<file path="src/rtl/game_pkg.sv">
// Shared game encodings: FSM states, ball speed bounds and winner codes.
// Also consumed by the display path.
package game_pkg;

    typedef enum logic [2:0] {
        ST_MENU      = 3'd0,
        ST_SETTINGS  = 3'd1,
        ST_SERVE     = 3'd2,
        ST_PLAY      = 3'd3,
        ST_PAUSE     = 3'd4,
        ST_GAME_OVER = 3'd5
    } game_state_t;

    localparam logic [3:0] SPEED_MIN = 4'd1;
    localparam logic [3:0] SPEED_MAX = 4'd8;
    localparam logic [3:0] SPEED_DEF = 4'd3;

    localparam logic [1:0] WIN_NONE = 2'b00;
    localparam logic [1:0] WIN_P1   = 2'b01;
    localparam logic [1:0] WIN_P2   = 2'b10;

endpackage

</file>
<file path="src/rtl/game_ctrl_frame_timer.sv">
// Serve-delay frame counter: cleared while idle, counts ticks,
// done pulses combinationally on the tick that hits terminal count.
module frame_timer #(
    parameter int TERM = 59
) (
    input  logic clk,
    input  logic reset,
    input  logic clear,
    input  logic tick,
    output logic done
);

    localparam logic [7:0] TERM_C = TERM[7:0];

    logic [7:0] count;

    always_ff @(posedge clk or posedge reset) begin
        if (reset) begin
            count <= 8'd0;
        end else if (clear) begin
            count <= 8'd0;
        end else if (tick) begin
            count <= count + 8'd1;
        end
    end

    assign done = tick && !clear && (count == TERM_C);

endmodule

</file>
<file path="src/rtl/game_ctrl.sv">
// Pong game sequencer: menu, speed settings, serve delay, scoring.
// Define GAME_CTRL_PAUSE_EN to enable start-button pause during play.
module game_ctrl
    import game_pkg::*;
#(
    parameter int WIN_SCORE    = 5,
    parameter int SERVE_FRAMES = 60
) (
    input  logic       clk,
    input  logic       reset,
    input  logic       start_pulse,
    input  logic       setting_pulse,
    input  logic       up_pulse,
    input  logic       down_pulse,
    input  logic       refresh_tick,
    input  logic       point_p1,
    input  logic       point_p2,
    output logic [2:0] game_state,
    output logic       game_active,
    output logic       ball_reset,
    output logic [3:0] score1,
    output logic [3:0] score2,
    output logic [3:0] ball_speed,
    output logic       serve_dir,
    output logic [1:0] winner
);

    localparam logic [3:0] WIN_C = WIN_SCORE[3:0];

    game_state_t state;
    logic        serve_done;
    logic [3:0]  s1_inc;
    logic [3:0]  s2_inc;

    frame_timer #(
        .TERM(SERVE_FRAMES - 1)
    ) u_timer (
        .clk  (clk),
        .reset(reset),
        .clear(state != ST_SERVE),
        .tick (refresh_tick),
        .done (serve_done)
    );

    assign s1_inc      = score1 + 4'd1;
    assign s2_inc      = score2 + 4'd1;
    assign game_state  = state;
    assign game_active = (state == ST_PLAY);

    always_ff @(posedge clk or posedge reset) begin
        if (reset) begin
            state      <= ST_MENU;
            score1     <= 4'd0;
            score2     <= 4'd0;
            ball_speed <= SPEED_DEF;
            serve_dir  <= 1'b0;
            winner     <= WIN_NONE;
            ball_reset <= 1'b0;
        end else begin
            ball_reset <= 1'b0;
            case (state)
                ST_MENU: begin
                    if (start_pulse) begin
                        state      <= ST_SERVE;
                        score1     <= 4'd0;
                        score2     <= 4'd0;
                        winner     <= WIN_NONE;
                        serve_dir  <= 1'b0;
                        ball_reset <= 1'b1;
                    end else if (setting_pulse) begin
                        state <= ST_SETTINGS;
                    end
                end
                ST_SETTINGS: begin
                    if (setting_pulse || start_pulse)
                        state <= ST_MENU;
                    if (up_pulse && !down_pulse && ball_speed < SPEED_MAX)
                        ball_speed <= ball_speed + 4'd1;
                    else if (down_pulse && !up_pulse && ball_speed > SPEED_MIN)
                        ball_speed <= ball_speed - 4'd1;
                end
                ST_SERVE: begin
                    if (serve_done)
                        state <= ST_PLAY;
                end
                ST_PLAY: begin
                    // p1 wins a simultaneous point; the p2 pulse is dropped
                    if (point_p1) begin
                        score1 <= s1_inc;
                        if (s1_inc == WIN_C) begin
                            state  <= ST_GAME_OVER;
                            winner <= WIN_P1;
                        end else begin
                            state      <= ST_SERVE;
                            serve_dir  <= 1'b1;
                            ball_reset <= 1'b1;
                        end
                    end else if (point_p2) begin
                        score2 <= s2_inc;
                        if (s2_inc == WIN_C) begin
                            state  <= ST_GAME_OVER;
                            winner <= WIN_P2;
                        end else begin
                            state      <= ST_SERVE;
                            serve_dir  <= 1'b0;
                            ball_reset <= 1'b1;
                        end
                    end
`ifdef GAME_CTRL_PAUSE_EN
                    else if (start_pulse) begin
                        state <= ST_PAUSE;
                    end
`endif
                end
`ifdef GAME_CTRL_PAUSE_EN
                ST_PAUSE: begin
                    if (start_pulse)
                        state <= ST_PLAY;
                end
`endif
                ST_GAME_OVER: begin
                    if (start_pulse)
                        state <= ST_MENU;
                end
                default: state <= ST_MENU;
            endcase
        end
    end

endmodule

</file>
<file path="config.mk">
export PLATFORM = sky130hd
export DESIGN_NAME = game_ctrl
export DESIGN_NICKNAME = d
export VERILOG_FILES = /design/src/rtl/game_pkg.sv /design/src/rtl/game_ctrl_frame_timer.sv /design/src/rtl/game_ctrl.sv
export SDC_FILE = /design/constraint.sdc
export NUM_CORES = 1
export LEC_CHECK = 0
export ABC_CLOCK_PERIOD_IN_PS = 1850
export CORE_MARGIN = 2
export CORE_UTILIZATION = 47
export DETAILED_ROUTE_END_ITERATION = 12
export GPL_ROUTABILITY_DRIVEN = 0
export PLACE_DENSITY = 0.84
export SLEW_MARGIN = 20
export SYNTH_ARGS = -nofsm -noshare
export SYNTH_HDL_FRONTEND = slang
export SYNTH_HIERARCHICAL = 1
export SYNTH_SLANG_ARGS = --single-unit
</file>
<file path="constraint.sdc">
create_clock -name clk -period 1.85 [get_ports clk]
set_clock_uncertainty 0.05 [all_clocks]
set_input_delay 0.37 -clock clk [delete_from_list [all_inputs] [get_ports clk]]
set_output_delay 0.37 -clock clk [all_outputs]
set_load 0.05 [all_outputs]
</file>
* Word level (Yosys, flattened, before mapping)
Index checks and enable logic that the tools add are counted.
Operators by class: add/sub/neg operators 5, magnitude comparators 2, equal/unequal tests 21, mux-type cells 38, reduce and logical (&&, ||, !) cells 20
Operator list (number):
- $mux W3 | 9
- $mux W4 | 6
- $mux W8 | 2
- $pmux W4 S2 | 2
- $pmux W3 S5 | 1
- $reduce_and A5 Y1 | 3
- $ne A2 B2 Y1 const B | 7
- $add A4 B1 Y4 const B | 3
- $ne A3 B3 Y1 const B | 4
- $mux W1 | 10
- $mux W2 | 5
- $ne A3 B2 Y1 const B | 3
- $add A8 B1 Y8 const B | 1
- $eq A4 B3 Y1 const B | 2
- $eq A8 B6 Y1 const B | 1
- $eq A3 B2 Y1 const B | 2
- $logic_and A1 B1 Y1 | 6
- $reduce_bool A2 Y1 | 3
- $gt A4 B1 Y1 const B | 1
- $lt A4 B4 Y1 const B | 1
- $pmux W1 S2 | 2
- $pmux W2 S2 | 1
- $reduce_and A4 Y1 | 1
- $sub A4 B1 Y4 const B | 1
- other kinds (7) | 9
Storage, ports and cells: register bits after elaboration 27, input bits 9, output and inout bits 20, word-level logic and storage cells 94

* Logic depth before layout (Yosys ltp)
word-level depth 6, depth in mapped cells 9, depth with buffers taken out 8

* Cells and area by module
The synthesis kept the hierarchy.
By module, submodules not included:
- game_ctrl | instances 1, cells each 138, area an instance 1231.2 um^2, seq. area each 478.0 um^2
- frame_timer | instances 1, cells each 40, area an instance 397.9 um^2, seq. area each 200.2 um^2

* Worst setup path after synthesis
No wires, ideal clock.
path type register to register, from register state[1] (netlist: game_state[1]), to register state[0] (netlist: game_state[0]), library setup time 0.066 ns, arrival time 2.194 ns, required time 1.734 ns, setup slack -0.460 ns, cell stages (with the launch flop) 10, buffers on the path 2, period minus slack after synthesis 2.310 ns, path through dfrtp_1 -> buf_2 -> or3b_2 -> clkbuf_1 -> nor2_1 -> and3_1 -> a22oi_1 -> o22a_1 -> o2bb2ai_1 -> a31o_1
Between the ends: word-level cells in the longest chain between the ends 6, elaborated cells between the ends (all ways) 16, those cells by class eq/ne (10); mux (1); reduce/logical (5)
Ends and longest elaborated chain:
- start: declaration | RTL line game_ctrl.sv:30 | game_state_t state;
- start signal: assignment | RTL line game_ctrl.sv:52 | state <= ST_MENU;
- start signal: assignment | RTL line game_ctrl.sv:64 | state <= ST_SERVE;
- start signal: assignment | RTL line game_ctrl.sv:71 | state <= ST_SETTINGS;
- $ne A3 B2 Y1 | RTL line game_ctrl.sv:40 | .clear(state != ST_SERVE),
- $logic_not A1 Y1 | RTL line game_ctrl_frame_timer.sv:27 | assign done = tick && !clear && (count == TERM_C);
- $logic_and A1 B1 Y1 (2 in series) | RTL line game_ctrl_frame_timer.sv:27
- net serve_done | RTL line game_ctrl.sv:31 | logic serve_done;
- $ne A2 B2 Y1 (no line)
- $reduce_and A5 Y1 (no line)
The timed path passes the listed nets, and every way through them passes these cells. A chain may end at the register's enable or synchronous reset.

* Final worst setup path
from register ball_speed[0], to register ball_speed[3]
Between the ends: word-level cells in the longest chain between the ends 4, elaborated cells between the ends (all ways) 10, those cells by class add/sub (2); order compare (2); mux (2); reduce/logical (4)
Ends and longest elaborated chain:
- start: declaration | RTL line game_ctrl.sv:23 | output logic [3:0] ball_speed,
- start signal: assignment | RTL line game_ctrl.sv:78 | ball_speed <= ball_speed + 4'd1;
- start signal: assignment | RTL line game_ctrl.sv:80 | ball_speed <= ball_speed - 4'd1;
- $lt A4 B4 Y1 / $gt A4 B1 Y1 (equally long branches) | RTL line game_ctrl.sv:77, game_ctrl.sv:79
- $logic_and A1 B1 Y1, on equally long branches | RTL line game_ctrl.sv:77, game_ctrl.sv:79
- $reduce_bool A2 Y1 (no line)
- $reduce_and A2 Y1 (no line)
Parallel ways exist; a longest one is shown, timed or not. The select of a mux whose other input is x is not followed.

==> metrics <==
clock root buffer=clkbuf_4; Pwr Total=1.587 mW; Worst-Margin Slew=0.3340 ns; DP Wirelength=2909 um; Leakage=1.012 nW; TritonRoute pass-1 iters=4; Post-synth top cells=dfrtp_1, nand2_1, nor2_1; worst path buffer plus inverter count=1; status=finished clean; worst r2r path cells=7; total grt overflow=0; FMAX=0.5411 GHz; clock tree sinks=27; placed cell area=2113 um^2; Synth top area share=38.40%; Antenna Cells=0; total power divided by cell area=707.6 nW/um^2; yosys warns=6; Std-Cell Rows=21; clk slew on worst S/H paths=0.15 ns; Primary FF master, synth=dfrtp_1; Hold Crit Class=in2async; Longest Clk Path Bufs=2; Hold Vio Cnt, Final=0; area growth from synthesis to layout=37.63%; Synth Area per Inst=9.152 um^2; syn_nets=196; drt drc=0; vias in the first global route=1,520; Initial Util=48.82%; top-count cell post-synth=dfrtp_1; reg2reg start=ball_speed[0]$_DFFE_PP1P_; Skew-Pair Late Insertion Delay=0.34 ns; Die Y=62.88 um; async set-reset flop share out of synthesis=100.0%; CP Cell Sequence=inv_1 > ha_2 > nor2_1 > o311a_1 > o21ai_4 > o31a_1 > o221ai_2; Syn Inst Count=178; slew margin rel.=77.71%; Tcrit/Tclk final=99.90%; CP required=2.07 ns; H-tree depth=1; number of vias per cell=5.358; TritonCTS Buffers=3; EDFF count, synth=0; Die Wd=62.88 um; final setup fails=0; post-route cell area=2242 um^2; Final #Nets=252; share of cells above drive strength 1=34.33%; crit-path max FO=5; Reg-to-Reg End=ball_speed[3]$_DFFE_PP0P_; Final ANT Viol Nets=0; core area=3337 um^2; RSZ-0062 raised after global routing=true; Placed Cells=267; CP max-delay cell=dfstp_4; Final Slew Violations=0; global-route wire length before repair=6651 um; PortBufs=28; via count=1,495; Top delay family on crit path=compound AO/OA/AOI/OAI gates; initial drt markers=99; top area cells in the synthesized netlist=dfrtp_1, ha_1, nand2_1, nor2_1, dfstp_2; IO Pins=29; gr usage total=20.74%; Worst R2R Setup Slack=0.002 ns; Crit. End Element=flip-flop; Post-Syn Area=1629 um^2; WP data arrival=2.06 ns; antenna violations before repair=0; DR WL/cell=14.48 um; final non-filler cell total=279; largest area contributor in the synthesized netlist=dfrtp_1; Tmin final=1.848 ns; max incr delay on CP=0.67 ns; Setup CP Type=reg2reg; DRT Wirelength=4039 um; #FFs+latches synth=27; die area=3953 um^2; number of distinct library cells after synthesis=50; fillers=272; register area share after synthesis=41.63%; Worst setup SP type=flip-flop; largest net degree at the start of global routing=15; max cap viols=0; CTS tree=yes; VDD IR max=0.0003547 V
routing by layer:
layer / share of wire [%] / routed length, um / vias to the layer above / GRT usage, %
li1: - / - / 742 / -
met1: 45 / 1816 / 712 / 26.21
met2: 50 / 2007 / 33 / 35.11
met3: 3.4 / 137 / 8 / 2.883
met4: 1.9 / 76 / 0 / 9.167
met5: 0 / 0 / - / 0
power by group:
| group | switching (mW) | leakage (nW) | internal, mW | total [mW] |
|---|---|---|---|---|
| combinational | 0.289 | 0.669 | 0.217 | 0.506 |
| clock | 0.181 | 0.0150 | 0.0848 | 0.266 |
| sequential | 0.122 | 0.329 | 0.693 | 0.814 |
| total | 0.592 | 1.01 | 0.995 | 1.59 |
through the flow:
stage | hold slack (ns) | TNS [ns] | utilization [%] | worst slack (ns)
floorplan | 0.1357 | -0.1241 | - | -0.1241
global placement | 0.4789 | -0.7189 | 63.33 | -0.1202
detailed placement | 0.4834 | -1.124 | 63.33 | -0.1777
CTS | 0.2345 | 0 | 65.28 | 0.002187
global route | 0.2221 | -0.1023 | 67.19 | -0.07705
finish | 0.2238 | 0 | 67.19 | 0.001871
repair_timing:
action,4_1_cts,5_1_grt
gates resized for setup,1,9
hold buffers,0,0
pin swaps,1,6
setup buffers,6,4
endpoints found under the setup margin,3,11
kinds of logic (layout without fill, tap and decap cells):
logic type	count (synthesis)	after routing	synth area share, %
AO/OA/AOI/OAI	46	46	19.82
XOR/XNOR	7	7	3.764
adder cells (fa/ha/maj)	9	9	6.913
buffers and inverters	17	72	4.608
flip-flops	27	27	41.63
multiplexers	1	1	0.6145
AND/OR/NAND/NOR	71	71	22.66
sequential cells by signal, indices dropped and copies added, names as in the netlist:
| signal | flops |
|---|---|
| serve_dir | 1 |
| winner | 2 |
| game_state | 3 |
| score2 | 4 |
| ball_reset | 1 |
| ball_speed | 4 |
| u_timer/count | 8 |
| score1 | 4 |
layout make-up:
cell class / instances / area, um^2 / share of cell area (%)
clock buffer: 4 / 26.28 / 1.172
inverter: 11 / 41.29 / 1.842
multi-input combinational: 134 / 940.9 / 41.96
sequential: 27 / 690.7 / 30.80
tap: 46 / 57.56 / 2.567
timing repair buffer: 57 / 485.5 / 21.65
worst max path at each step:
stage                                    startpoint                         to  slack [ns]  cells past startpoint
final                     ball_speed[0]$_DFFE_PP1P_  ball_speed[3]$_DFFE_PP0P_       0.002                      7
after detailed placement                   point_p1  game_state[2]$_DFFE_PP0P_       -0.18                      5
after CTS                 ball_speed[0]$_DFFE_PP1P_  ball_speed[3]$_DFFE_PP0P_       0.002                      7
after global placement                     point_p1  game_state[2]$_DFFE_PP0P_       -0.12                      5
after global routing      ball_speed[0]$_DFFE_PP1P_  ball_speed[3]$_DFFE_PP0P_       -0.08                      7
after floorplan           game_state[2]$_DFFE_PP0P_  game_state[0]$_DFFE_PP0P_       -0.12                      9
layout by cell type (no fill, tap or decap), types with 4 or more instances in the layout:
master	n
buf_4	46
a21oi_1	5
nor2_1	19
dfrtp_1	18
xor2_1	5
o21ai_0	7
inv_1	10
nand2_1	19
nand3_1	4
nand2b_1	5
dfrtp_2	7
clkdlybuf4s50_1	8
o21ai_1	7
ha_1	6
or3_1	4
Note: power is estimated with default switching activity, not from simulation.
